## config.mk

```make
export PLATFORM = sky130hd
export DESIGN_NAME = vip_rgb2yuv_flat
export DESIGN_NICKNAME = d
export VERILOG_FILES = /design/src/rtl/vip_rgb2yuv_if.sv /design/src/rtl/vip_rgb2yuv.sv /design/src/flat_wrapper.sv
export SDC_FILE = /design/constraint.sdc
export NUM_CORES = 1
export LEC_CHECK = 0
export BUFFER_PORTS_ARGS = -buffer_cell sky130_fd_sc_hd__buf_2
export CORE_MARGIN = 4
export CORE_UTILIZATION = 26
export DETAILED_ROUTE_END_ITERATION = 6
export PLACE_DENSITY_LB_ADDON = 0.08
export SLEW_MARGIN = 20
export SYNTH_ARGS = -nofsm -noshare
export SYNTH_HDL_FRONTEND = slang
export SYNTH_SLANG_ARGS = --single-unit
```

## constraint.sdc

```tcl
create_clock -name pclk -period 5.8 [get_ports pclk]
set_input_delay 1.16 -clock pclk [delete_from_list [all_inputs] [get_ports pclk]]
set_output_delay 1.16 -clock pclk [all_outputs]
set_load 0.02 [all_outputs]
```

## src/rtl/vip_rgb2yuv_if.sv

```systemverilog
// Video bus between an RGB pixel source and the RGB->YCbCr converter.
// in_*  : line-valid, frame sync and RGB components toward the converter.
// out_* : delayed line-valid, frame sync and Y/Cb/Cr components from the converter.
// master : pixel source / consumer side (drives in_*, observes out_*).
// slave  : converter side (observes in_*, drives out_*).
interface vip_rgb2yuv_if #(
    parameter int BITS = 8
);
    logic            in_href;
    logic            in_vsync;
    logic [BITS-1:0] in_r;
    logic [BITS-1:0] in_g;
    logic [BITS-1:0] in_b;
    logic            out_href;
    logic            out_vsync;
    logic [BITS-1:0] out_y;
    logic [BITS-1:0] out_u;
    logic [BITS-1:0] out_v;

    modport master (
        output in_href, in_vsync, in_r, in_g, in_b,
        input  out_href, out_vsync, out_y, out_u, out_v
    );

    modport slave (
        input  in_href, in_vsync, in_r, in_g, in_b,
        output out_href, out_vsync, out_y, out_u, out_v
    );
endinterface

```

## src/rtl/vip_rgb2yuv.sv

```systemverilog
// Pipelined RGB -> YCbCr (BT.601 limited range) converter.
// Stages: 1) nine coefficient products, 2) three signed sums with offset and
// rounding, 3) shift-by-9 and clamp. With YUV422=1 a fourth stage averages
// Cb/Cr over even/odd pixel pairs of a line. href/vsync are delayed by the
// same latency L (3 or 4) and Y/Cb/Cr are forced to 0 while out_href is low.
// Ports:
//   pclk  : pixel clock, rising edge
//   rst_n : asynchronous active-low reset
//   vid   : video bus (slave modport) carrying in_* pixels and out_* results
module vip_rgb2yuv #(
    parameter int BITS   = 8,
    parameter int WIDTH  = 1280,
    parameter int HEIGHT = 960,
    parameter int YUV422 = 0
) (
    input  logic         pclk,
    input  logic         rst_n,
    vip_rgb2yuv_if.slave vid
);
    localparam int L  = (YUV422 != 0) ? 4 : 3;
    localparam int PW = BITS + 9;
    localparam int SW = BITS + 12;
    // Offsets already include the +256 rounding term of the final >>9.
    localparam logic signed [SW-1:0] Y_OFF = SW'(((16 << (BITS - 8)) * 512) + 256);
    localparam logic signed [SW-1:0] C_OFF = SW'(((128 << (BITS - 8)) * 512) + 256);

    // Coefficient magnitudes, ordered Y(r,g,b), Cb(r,g,b), Cr(r,g,b).
    // Signs are applied in the sum stage so the products stay unsigned.
    function automatic logic [8:0] coef(input int idx);
        case (idx)
            0:       coef = 9'd132;
            1:       coef = 9'd258;
            2:       coef = 9'd50;
            3:       coef = 9'd76;
            4:       coef = 9'd149;
            5:       coef = 9'd225;
            6:       coef = 9'd225;
            7:       coef = 9'd188;
            8:       coef = 9'd36;
            default: coef = 9'd0;
        endcase
    endfunction

    function automatic logic signed [SW-1:0] ext(input logic [PW-1:0] p);
        ext = $signed({{(SW - PW){1'b0}}, p});
    endfunction

    function automatic logic [BITS-1:0] clamp(input logic signed [SW-1:0] s);
        logic signed [SW-1:0] t;
        t = s >>> 9;
        if (t[SW-1])
            clamp = '0;
        else if (|t[SW-2:BITS])
            clamp = '1;
        else
            clamp = t[BITS-1:0];
    endfunction

    function automatic logic [BITS-1:0] avg(input logic [BITS-1:0] a, input logic [BITS-1:0] b);
        logic [BITS:0] s;
        s   = {1'b0, a} + {1'b0, b} + {{BITS{1'b0}}, 1'b1};
        avg = BITS'(s >> 1);
    endfunction

    logic [BITS-1:0] comp [3];
    assign comp[0] = vid.in_r;
    assign comp[1] = vid.in_g;
    assign comp[2] = vid.in_b;

    // Stage 1: products
    logic [PW-1:0] prod_q [9];
    always_ff @(posedge pclk or negedge rst_n) begin
        if (!rst_n) begin
            for (int i = 0; i < 9; i++) prod_q[i] <= '0;
        end else begin
            for (int i = 0; i < 9; i++) prod_q[i] <= PW'(coef(i)) * PW'(comp[i % 3]);
        end
    end

    // Stage 2: signed sums
    logic signed [SW-1:0] sy_d, su_d, sv_d;
    logic signed [SW-1:0] sy_q, su_q, sv_q;
    always_comb begin
        sy_d = Y_OFF + ext(prod_q[0]) + ext(prod_q[1]) + ext(prod_q[2]);
        su_d = C_OFF - ext(prod_q[3]) - ext(prod_q[4]) + ext(prod_q[5]);
        sv_d = C_OFF + ext(prod_q[6]) - ext(prod_q[7]) - ext(prod_q[8]);
    end

    always_ff @(posedge pclk or negedge rst_n) begin
        if (!rst_n) begin
            sy_q <= '0;
            su_q <= '0;
            sv_q <= '0;
        end else begin
            sy_q <= sy_d;
            su_q <= su_d;
            sv_q <= sv_d;
        end
    end

    // Stage 3: shift and clamp. The clamped stage-2 chroma is also the
    // look-ahead partner for the pair averaging in 4:2:2 mode.
    logic [BITS-1:0] y_c, u_c, v_c;
    assign y_c = clamp(sy_q);
    assign u_c = clamp(su_q);
    assign v_c = clamp(sv_q);

    logic [BITS-1:0] y3_q, u3_q, v3_q;
    always_ff @(posedge pclk or negedge rst_n) begin
        if (!rst_n) begin
            y3_q <= '0;
            u3_q <= '0;
            v3_q <= '0;
        end else begin
            y3_q <= y_c;
            u3_q <= u_c;
            v3_q <= v_c;
        end
    end

    // Sync delay lines; bit k marks the pixel currently in stage k+1.
    logic [L-1:0] hs_q, vs_q;
    always_ff @(posedge pclk or negedge rst_n) begin
        if (!rst_n) begin
            hs_q <= '0;
            vs_q <= '0;
        end else begin
            hs_q <= {hs_q[L-2:0], vid.in_href};
            vs_q <= {vs_q[L-2:0], vid.in_vsync};
        end
    end

    logic [BITS-1:0] y_f, u_f, v_f;

    if (YUV422 != 0) begin : g_422
        logic            phase_q, phase_d;
        logic [BITS-1:0] u_prev_q, v_prev_q;
        logic [BITS-1:0] y4_q, u4_q, v4_q;
        logic [BITS-1:0] u4_d, v4_d;

        // Phase of the pixel in stage 3; idle cycles restart at even.
        assign phase_d = hs_q[2] ? ~phase_q : 1'b0;

        always_comb begin
            u4_d = u3_q;
            v4_d = v3_q;
            if (phase_q) begin
                // Odd pixel: partner is the even pixel one cycle ahead.
                u4_d = avg(u_prev_q, u3_q);
                v4_d = avg(v_prev_q, v3_q);
            end else if (hs_q[1]) begin
                // Even pixel with a following pixel still in stage 2.
                u4_d = avg(u3_q, u_c);
                v4_d = avg(v3_q, v_c);
            end
        end

        always_ff @(posedge pclk or negedge rst_n) begin
            if (!rst_n) begin
                phase_q  <= 1'b0;
                u_prev_q <= '0;
                v_prev_q <= '0;
                y4_q     <= '0;
                u4_q     <= '0;
                v4_q     <= '0;
            end else begin
                phase_q  <= phase_d;
                u_prev_q <= u3_q;
                v_prev_q <= v3_q;
                y4_q     <= y3_q;
                u4_q     <= u4_d;
                v4_q     <= v4_d;
            end
        end

        assign y_f = y4_q;
        assign u_f = u4_q;
        assign v_f = v4_q;
    end else begin : g_444
        assign y_f = y3_q;
        assign u_f = u3_q;
        assign v_f = v3_q;
    end

    assign vid.out_href  = hs_q[L-1];
    assign vid.out_vsync = vs_q[L-1];
    assign vid.out_y     = hs_q[L-1] ? y_f : '0;
    assign vid.out_u     = hs_q[L-1] ? u_f : '0;
    assign vid.out_v     = hs_q[L-1] ? v_f : '0;
endmodule

```

## src/flat_wrapper.sv

```systemverilog
// flat-port wrapper written by rule: the top's interface ports become plain ports
module vip_rgb2yuv_flat 
#(
    parameter int BITS   = 8,
    parameter int WIDTH  = 1280,
    parameter int HEIGHT = 960,
    parameter int YUV422 = 0
)
  (pclk, rst_n, vid_in_href, vid_in_vsync, vid_in_r, vid_in_g, vid_in_b, vid_out_href, vid_out_vsync, vid_out_y, vid_out_u, vid_out_v);
  vip_rgb2yuv_if #(.BITS(BITS)) vid_i ();
  input  logic pclk;
  input  logic rst_n;
  input wire logic [$bits(vid_i.in_href)-1:0] vid_in_href;
  input wire logic [$bits(vid_i.in_vsync)-1:0] vid_in_vsync;
  input wire logic [$bits(vid_i.in_r)-1:0] vid_in_r;
  input wire logic [$bits(vid_i.in_g)-1:0] vid_in_g;
  input wire logic [$bits(vid_i.in_b)-1:0] vid_in_b;
  output wire logic [$bits(vid_i.out_href)-1:0] vid_out_href;
  output wire logic [$bits(vid_i.out_vsync)-1:0] vid_out_vsync;
  output wire logic [$bits(vid_i.out_y)-1:0] vid_out_y;
  output wire logic [$bits(vid_i.out_u)-1:0] vid_out_u;
  output wire logic [$bits(vid_i.out_v)-1:0] vid_out_v;
  assign vid_i.in_href = vid_in_href;
  assign vid_i.in_vsync = vid_in_vsync;
  assign vid_i.in_r = vid_in_r;
  assign vid_i.in_g = vid_in_g;
  assign vid_i.in_b = vid_in_b;
  assign vid_out_href = vid_i.out_href;
  assign vid_out_vsync = vid_i.out_vsync;
  assign vid_out_y = vid_i.out_y;
  assign vid_out_u = vid_i.out_u;
  assign vid_out_v = vid_i.out_v;
  vip_rgb2yuv #(.BITS(BITS), .WIDTH(WIDTH), .HEIGHT(HEIGHT), .YUV422(YUV422)) u_core (.pclk(pclk), .rst_n(rst_n), .vid(vid_i));
endmodule
```

==> run_results.csv, run 1 <==
group,metric,value,unit
place,dp.cells,1924,
die,core_area,49360,um2
power,p_sw_frac,0.4185,
power,seqPwrFrac,0.265,
clock_network,insertion_delay,0.44,ns
die,num_rows,81,
global_route,grt-ovfl-total,0,
clock_network,ctsResizeCount,0,
power,power.leakage,7.518,nW
final_layout,finalNetCount,1644,
synthesis,yosysWarningCount,0,
clock_network,clk_path_buf_depth,2,
worst_setup_path,end_kind,"flip-flop",
global_route,antenna_found_initial,5,
sta,rsz0062_at_grt,"no",
final_layout,final_util,0.2999,
die,die_w,232.3,um
drt,avgViaCountPerCell,4.206,
drt,wirelength,31.19,mm
final_layout,area_growth,13.15,%
synthesis,avgSynthCellArea,10.80,um2
die,ioPinCount,54,
drt,wl_per_cell,15.94,um
worst_setup_path,cpMaxStageDelayCell,"fa_1",
sta,drv_slew,0,
worst_setup_path,cp-start-kind,"input pin",
global_route,grt-busiest-layer,"met2",
sta,min_period_over_period,0.7544,
synthesis,synth_seq_cells,175,
sta,final.min_clock_period,4.375,ns
final_layout,mostFrequentLayoutCells,"250 x ha_1, 204 x inv_1, 175 x dfrtp_1",
sta,worstMarginPinSlew,0.8344,ns
synthesis,async_reset_ff_frac,1.000,
final_layout,final_cells,1957,
power,p_sw,3.015,mW
synthesis,ys_types,47,
power,total_power,7.205,mW
place,gp_congestion,0.7722,
clock_network,cts_root_buffer,"clkbuf_16",
worst_setup_path,crit_chain,"buf_2, inv_1, fa_1, inv_1, ha_1, inv_1, fa_1, inv_1, fa_1, a21oi_1, o21ai_0, a2111o_1, a31o_2, a21oi_1, xnor2_1",
power,ir_worst_vdd,0.0002451,V
place,dpl.hpwl,25.50,mm
final_layout,drive_above_1_share,0.07281,
global_route,grtUsageMet1,0.1850,
worst_setup_path,criticalPathCategory,"in -> reg",
clock_network,postCtsSetupBuffers,0,
min_path,min_path_type,"reg -> reg",
power,p_int,4.190,mW
sta,slew-limit-headroom,0.4437,
sta,tns,0,ns
global_route,grt_pass1_wl,50.86,mm
worst_setup_path,path_max_fanout,9,
drt,dr.pass1.iters,4,
synthesis,synthCells,1211,
sta,whs,0.3497,ns
global_route,grt_pass1_vias,9118,
clock_network,cts_hold_buf,0,
global_route,grt_use_met2,0.1887,
clock_network,clk_pin_slew_worst_paths,0.07,ns
sta,finClkSkew,0.007684,ns
global_route,grt_max_degree,88,
power,clockPowerShare,0.171,
drt,vias,8231,
synthesis,synth_area,13080,um2
worst_setup_path,crit_arrival,4.74,ns
place,io_buffers,53,
clock_network,cts_made_buffers,17,
clock_network,cts_tree,"built",
worst_setup_path,critPathBufInv,5,
worst_setup_path,crit_family,"adder cells",
sta,finalHoldViolCount,0,
sta,setup_viol,0,
final_layout,final_common_cell,"ha_1",
global_route,grt_usage,0.1243,
status,status,"completed",
synthesis,ys_seq_area_frac,0.3348,
drt,first_iter_violations,324,
clock_network,htree_num_levels,4,
synthesis,synth_edf_count,0,
clock_network,clock_sinks,175,
worst_setup_path,required,6.16,ns
synthesis,synth_ff_type,"dfrtp_1",
die,die_h,232.3,um
sta,fmax,0.2286,GHz
global_route,grt_util_met3,0.01877,
worst_setup_path,cp_slowest_stage_delay,0.52,ns
power,comb_power_share,0.564,
die,dieArea,53960,um2
worst_setup_path,cpMostUsedCell,"inv_1",
synthesis,syn_nets,1576,
run,drv_cap,0,
drt,detail-route-antenna-nets,0,
power,power_density,486.8,nW/um2
drt,drc,0,
die,start_util,0.2650,
synthesized netlist by cell type, drive strengths merged, types with 3 or more instances:
library cell | number | area [um2]
or3 | 10 | 62.56
a211oi | 7 | 62.56
a21oi | 55 | 275.3
o31ai | 4 | 30.03
nand2 | 36 | 135.1
o21bai | 9 | 67.56
and2 | 28 | 175.2
and3 | 6 | 37.54
a31oi | 3 | 18.77
inv | 204 | 765.7
o21ai | 37 | 185.2
xnor2 | 72 | 630.6
nor2b | 11 | 68.82
or2 | 5 | 31.28
o21a | 7 | 52.55
dfrtp | 175 | 4379
xor2 | 37 | 324.1
nand3 | 16 | 80.08
clkbuf | 4 | 15.01
fa | 87 | 1742
nand4 | 5 | 31.28
nor2 | 72 | 270.3
o311ai | 3 | 26.28
a21o | 20 | 150.1
nand2b | 9 | 56.30
nor3 | 12 | 60.06
ha | 250 | 3128
or4 | 4 | 30.03
worst reg2reg max path: cells and delay by family, from the launching register on:
| kind | cells | cell delay, ns |
|---|---|---|
| compound gates | 6 | 1.75 |
| xor+xnor | 2 | 0.32 |
| fa+ha+maj | 3 | 1.04 |
| buf+inv | 1 | 0.15 |
| flops | 1 | 0.43 |
| simple gates | 2 | 0.24 |
worst paths after layout:
path	start	endpoint	slack [ns]	cells past startpoint
setup reg to reg	u_core.prod_q[138]	u_core.su_q[17]	1.78	14
setup / recovery	vid_in_g[3]	u_core.prod_q[32]	1.42	15
hold / removal	u_core.vs_q[0]	u_core.vs_q[1]	0.35	0
min in group asynchronous	rst_n	u_core.vs_q[2]	0.76	1
hold reg to reg	u_core.vs_q[0]	u_core.vs_q[1]	0.35	0
max in group asynchronous	rst_n	u_core.prod_q[77]	3.90	2
registers in the layout, indices dropped and copies added (netlist names):
name,count
u_core.v3_q,8
u_core.hs_q,3
u_core.y3_q,8
u_core.prod_q,113
u_core.sy_q,10
u_core.u3_q,8
u_core.su_q,11
u_core.sv_q,11
u_core.vs_q,3
layer usage:
layer	share of wire	routed length, um	vias up
met5	0.00035	11	-
met3	0.022	695	17
met1	0.54	16770	4036
li1	-	-	4104
met4	0.011	357	2
met2	0.43	13360	72
power groups by stage:
stage                     registers, mW  clock network, mW  logic [mW]
final                              1.91               1.23        4.06
after global placement             1.94                  0        4.15
after floorplan                    1.84                  0        3.18
after CTS                          1.92               1.29        4.16
after global routing               1.96               1.34        4.70
after detailed placement           1.94                  0        4.13
cell type report:
class	instances	area, um2
inverters	204	765.7
fillers	5147	34560
flip-flops and latches	175	4379
repair buffers	55	289.0
well taps	664	830.8
clock buffers	23	488.0
multi-input cells	826	7913
diodes	2	5.005
clock inverters	8	130.1
stage by stage:
| step | area [um2] | setup slack [ns] |
|---|---|---|
| floorplan | 13080 | 1.448 |
| global placement | 14180 | 0.9850 |
| detailed placement | 14180 | 0.9700 |
| CTS | 14800 | 1.446 |
| global route | 14800 | 1.197 |
| finish | 14800 | 1.425 |
cell families after synthesis:
logic type,after synthesis,share of synthesized area
flip-flops,175,0.3348
adder cells (fa/ha/maj),337,0.3723
XOR/XNOR,109,0.07299
buffers and inverters,210,0.06026
AO/OA/AOI/OAI,163,0.07853
AND/OR/NAND/NOR,217,0.08112
Power figures use the tool's default switching activity.
==> inputs of run 2 (changes only) <==
==> constraint.sdc (replaced) <==
create_clock -name pclk -period 3.6 [get_ports pclk]
set_input_delay 0.72 -clock pclk [delete_from_list [all_inputs] [get_ports pclk]]
set_output_delay 0.72 -clock pclk [all_outputs]
set_load 0.02 [all_outputs]
==> run 2 against run 1 <==
  * Clock-buffer cell count shrank 4
  * Clock power increased by 51%
  * Wire length up 6.7%
  * Die area stayed put
  * Final cell count rose by 5.8%
  * Sequential power is 66% higher
  * Total power is 77% higher
  * Sequential share of layout area fell by 2.0 points
  * Worst hold slack got worse by 0.075 ns
  * Global-route usage increased by 0.75 points
  * Largest cell class unchanged
==> run_results.csv, run 2 (same netlist as run 1, synthesis figures left out) <==
group,metric,value,unit
power,ir_worst_vdd,0.0004261,V
clock_network,cts_made_buffers,17,
clock_network,insertion_delay,0.45,ns
drt,vias,8621,
worst_setup_path,r2r_setup_slack,0.13,ns
worst_setup_path,crit_arrival,3.92,ns
final_layout,num_antenna_cells,0,
worst_setup_path,cp-endpoint,"u_core.prod_q[81]",
sta,fmax,0.2821,GHz
drt,dr.pass1.iters,4,
drt,first_iter_violations,313,
worst_setup_path,crit_path_start,"vid_in_g[5]",
clock_network,cts_root_buffer,"clkbuf_16",
final_layout,largest_registers,"u_core.prod_q (113), u_core.su_q (11), u_core.sv_q (11)",
status,status,"completed",
die,start_util,0.2650,
place,dpl.hpwl,27.61,mm
clock_network,clk_path_buf_depth,2,
sta,setup_viol,0,
final_layout,drive_above_1_share,0.1764,
worst_setup_path,end_kind,"flip-flop",
final_layout,area_growth,21.38,%
sta,worstMarginPinSlew,0.8751,ns
sta,drv_slew,0,
die,core_area,49360,um2
drt,drc,0,
drt,wl_per_cell,16.08,um
final_layout,largest_reg_flops,113,
sta,min_period_over_period,0.9848,
final_layout,finalNetCount,1759,
power,total_power,12.76,mW
sta,slew-limit-headroom,0.4166,
final_layout,final_cells,2070,
final_layout,top_register,"u_core.prod_q",
clock_network,htree_num_levels,4,
global_route,grt_pass1_vias,9323,
sta,finalHoldViolCount,0,
sta,finClkSkew,0.007142,ns
global_route,grt_pass1_wl,53.55,mm
die,dieArea,53960,um2
drt,wirelength,33.28,mm
final_layout,final_util,0.3217,
final_layout,mostFrequentLayoutCells,"241 x ha_1, 197 x inv_1, 175 x dfrtp_1",
place,io_buffers,53,
clock_network,postCtsSetupBuffers,0,
clock_network,clk_pin_slew_worst_paths,0.07,ns
clock_network,clock_sinks,175,
clock_network,cts_tree,"built",
global_route,grt-ovfl-total,0,
worst_setup_path,required,3.97,ns
die,ioPinCount,54,
power,power.leakage,8.088,nW
place,dp.cells,2039,
sta,final.min_clock_period,3.545,ns
global_route,grt_max_degree,69,
run,drv_cap,0,
final_layout,final_common_cell,"ha_1",
die,num_rows,81,
power,power_density,803.9,nW/um2
worst_setup_path,path_max_fanout,7,
worst_setup_path,rr_endpoint,"u_core.su_q[17]",
place,gp_congestion,0.7868,
drt,detail-route-antenna-nets,0,
worst_setup_path,r2r_cells,14,
worst_setup_path,r2r_start,"u_core.prod_q[88]",
drt,avgViaCountPerCell,4.165,
die,die_h,232.3,um
worst_setup_path,criticalPathCategory,"in -> reg",
worst_setup_path,cp-start-kind,"input pin",
global_route,antenna_found_initial,0,
global_route,grt_usage,0.1318,
die,die_w,232.3,um
min_path,min_path_type,"in -> async",
clock_network,cts_hold_buf,0,
==> run 2: metrics by stage <==
| stage | hold WS [ns] | worst slack, ns | setup TNS, ns | cell area, um2 |
|---|---|---|---|---|
| 3_5_place_dp | 0.3371 | -0.4938 | -5.038 | 15110 |
| 3_3_place_gp | 0.3325 | -0.4142 | -4.747 | 15110 |
| 2_1_floorplan | 0.3312 | -0.04639 | -0.04639 | 13130 |
| 6_report | 0.2749 | 0.05486 | 0 | 15880 |
| 4_1_cts | 0.2757 | 0.008165 | 0 | 15700 |
| 5_1_grt | 0.2994 | -0.007175 | -0.007175 | 15880 |
==> run 2: final cells by class <==
cell class              count  area (um2)
fillers                  5105       33480
multi-input cells         826        8139
flip-flops and latches    175        4379
repair buffers            170        1192
well taps                 664       830.8
inverters                 204       773.2
clock buffers              19       452.9
clock inverters            12       108.9
==> run 2: worst min path at each step <==
stage | startpoint | to | cells past startpoint
finish | rst_n | u_core.vs_q[2] | 1
global route | rst_n | u_core.vs_q[2] | 1
CTS | rst_n | u_core.vs_q[2] | 1
detailed placement | u_core.vs_q[0] | u_core.vs_q[1] | 0
global placement | u_core.hs_q[1] | u_core.hs_q[2] | 0
floorplan | u_core.hs_q[0] | u_core.hs_q[1] | 0
==> run 2: per-layer routing <==
layer  share of wire  track usage
met2            0.44       0.2029
met5               0            0
met4           0.014      0.03456
met1            0.52       0.1920
met3           0.029      0.02220
==> run 2: timing repair <==
action                     in CTS  in global routing
pin swaps                       0                 22
setup endpoints to repair       3                  9
gates cloned                    0                  0
resized for setup               4                 36
==> run 2: critical path: stages <==
cell      delay, ns
clkbuf_4       0.17
ha_1           0.24
fa_1           0.51
fa_1           0.45
fa_1           0.50
ha_1           0.25
or3_1          0.39
a21oi_1        0.26
o21bai_1       0.12
a21oi_1        0.18
xnor2_1        0.13
==> run 2: report_power, final <==
group	internal, mW	switching [mW]
sequential	2.73	0.444
clock	0.991	0.864
combinational	3.69	4.05
total	7.41	5.35
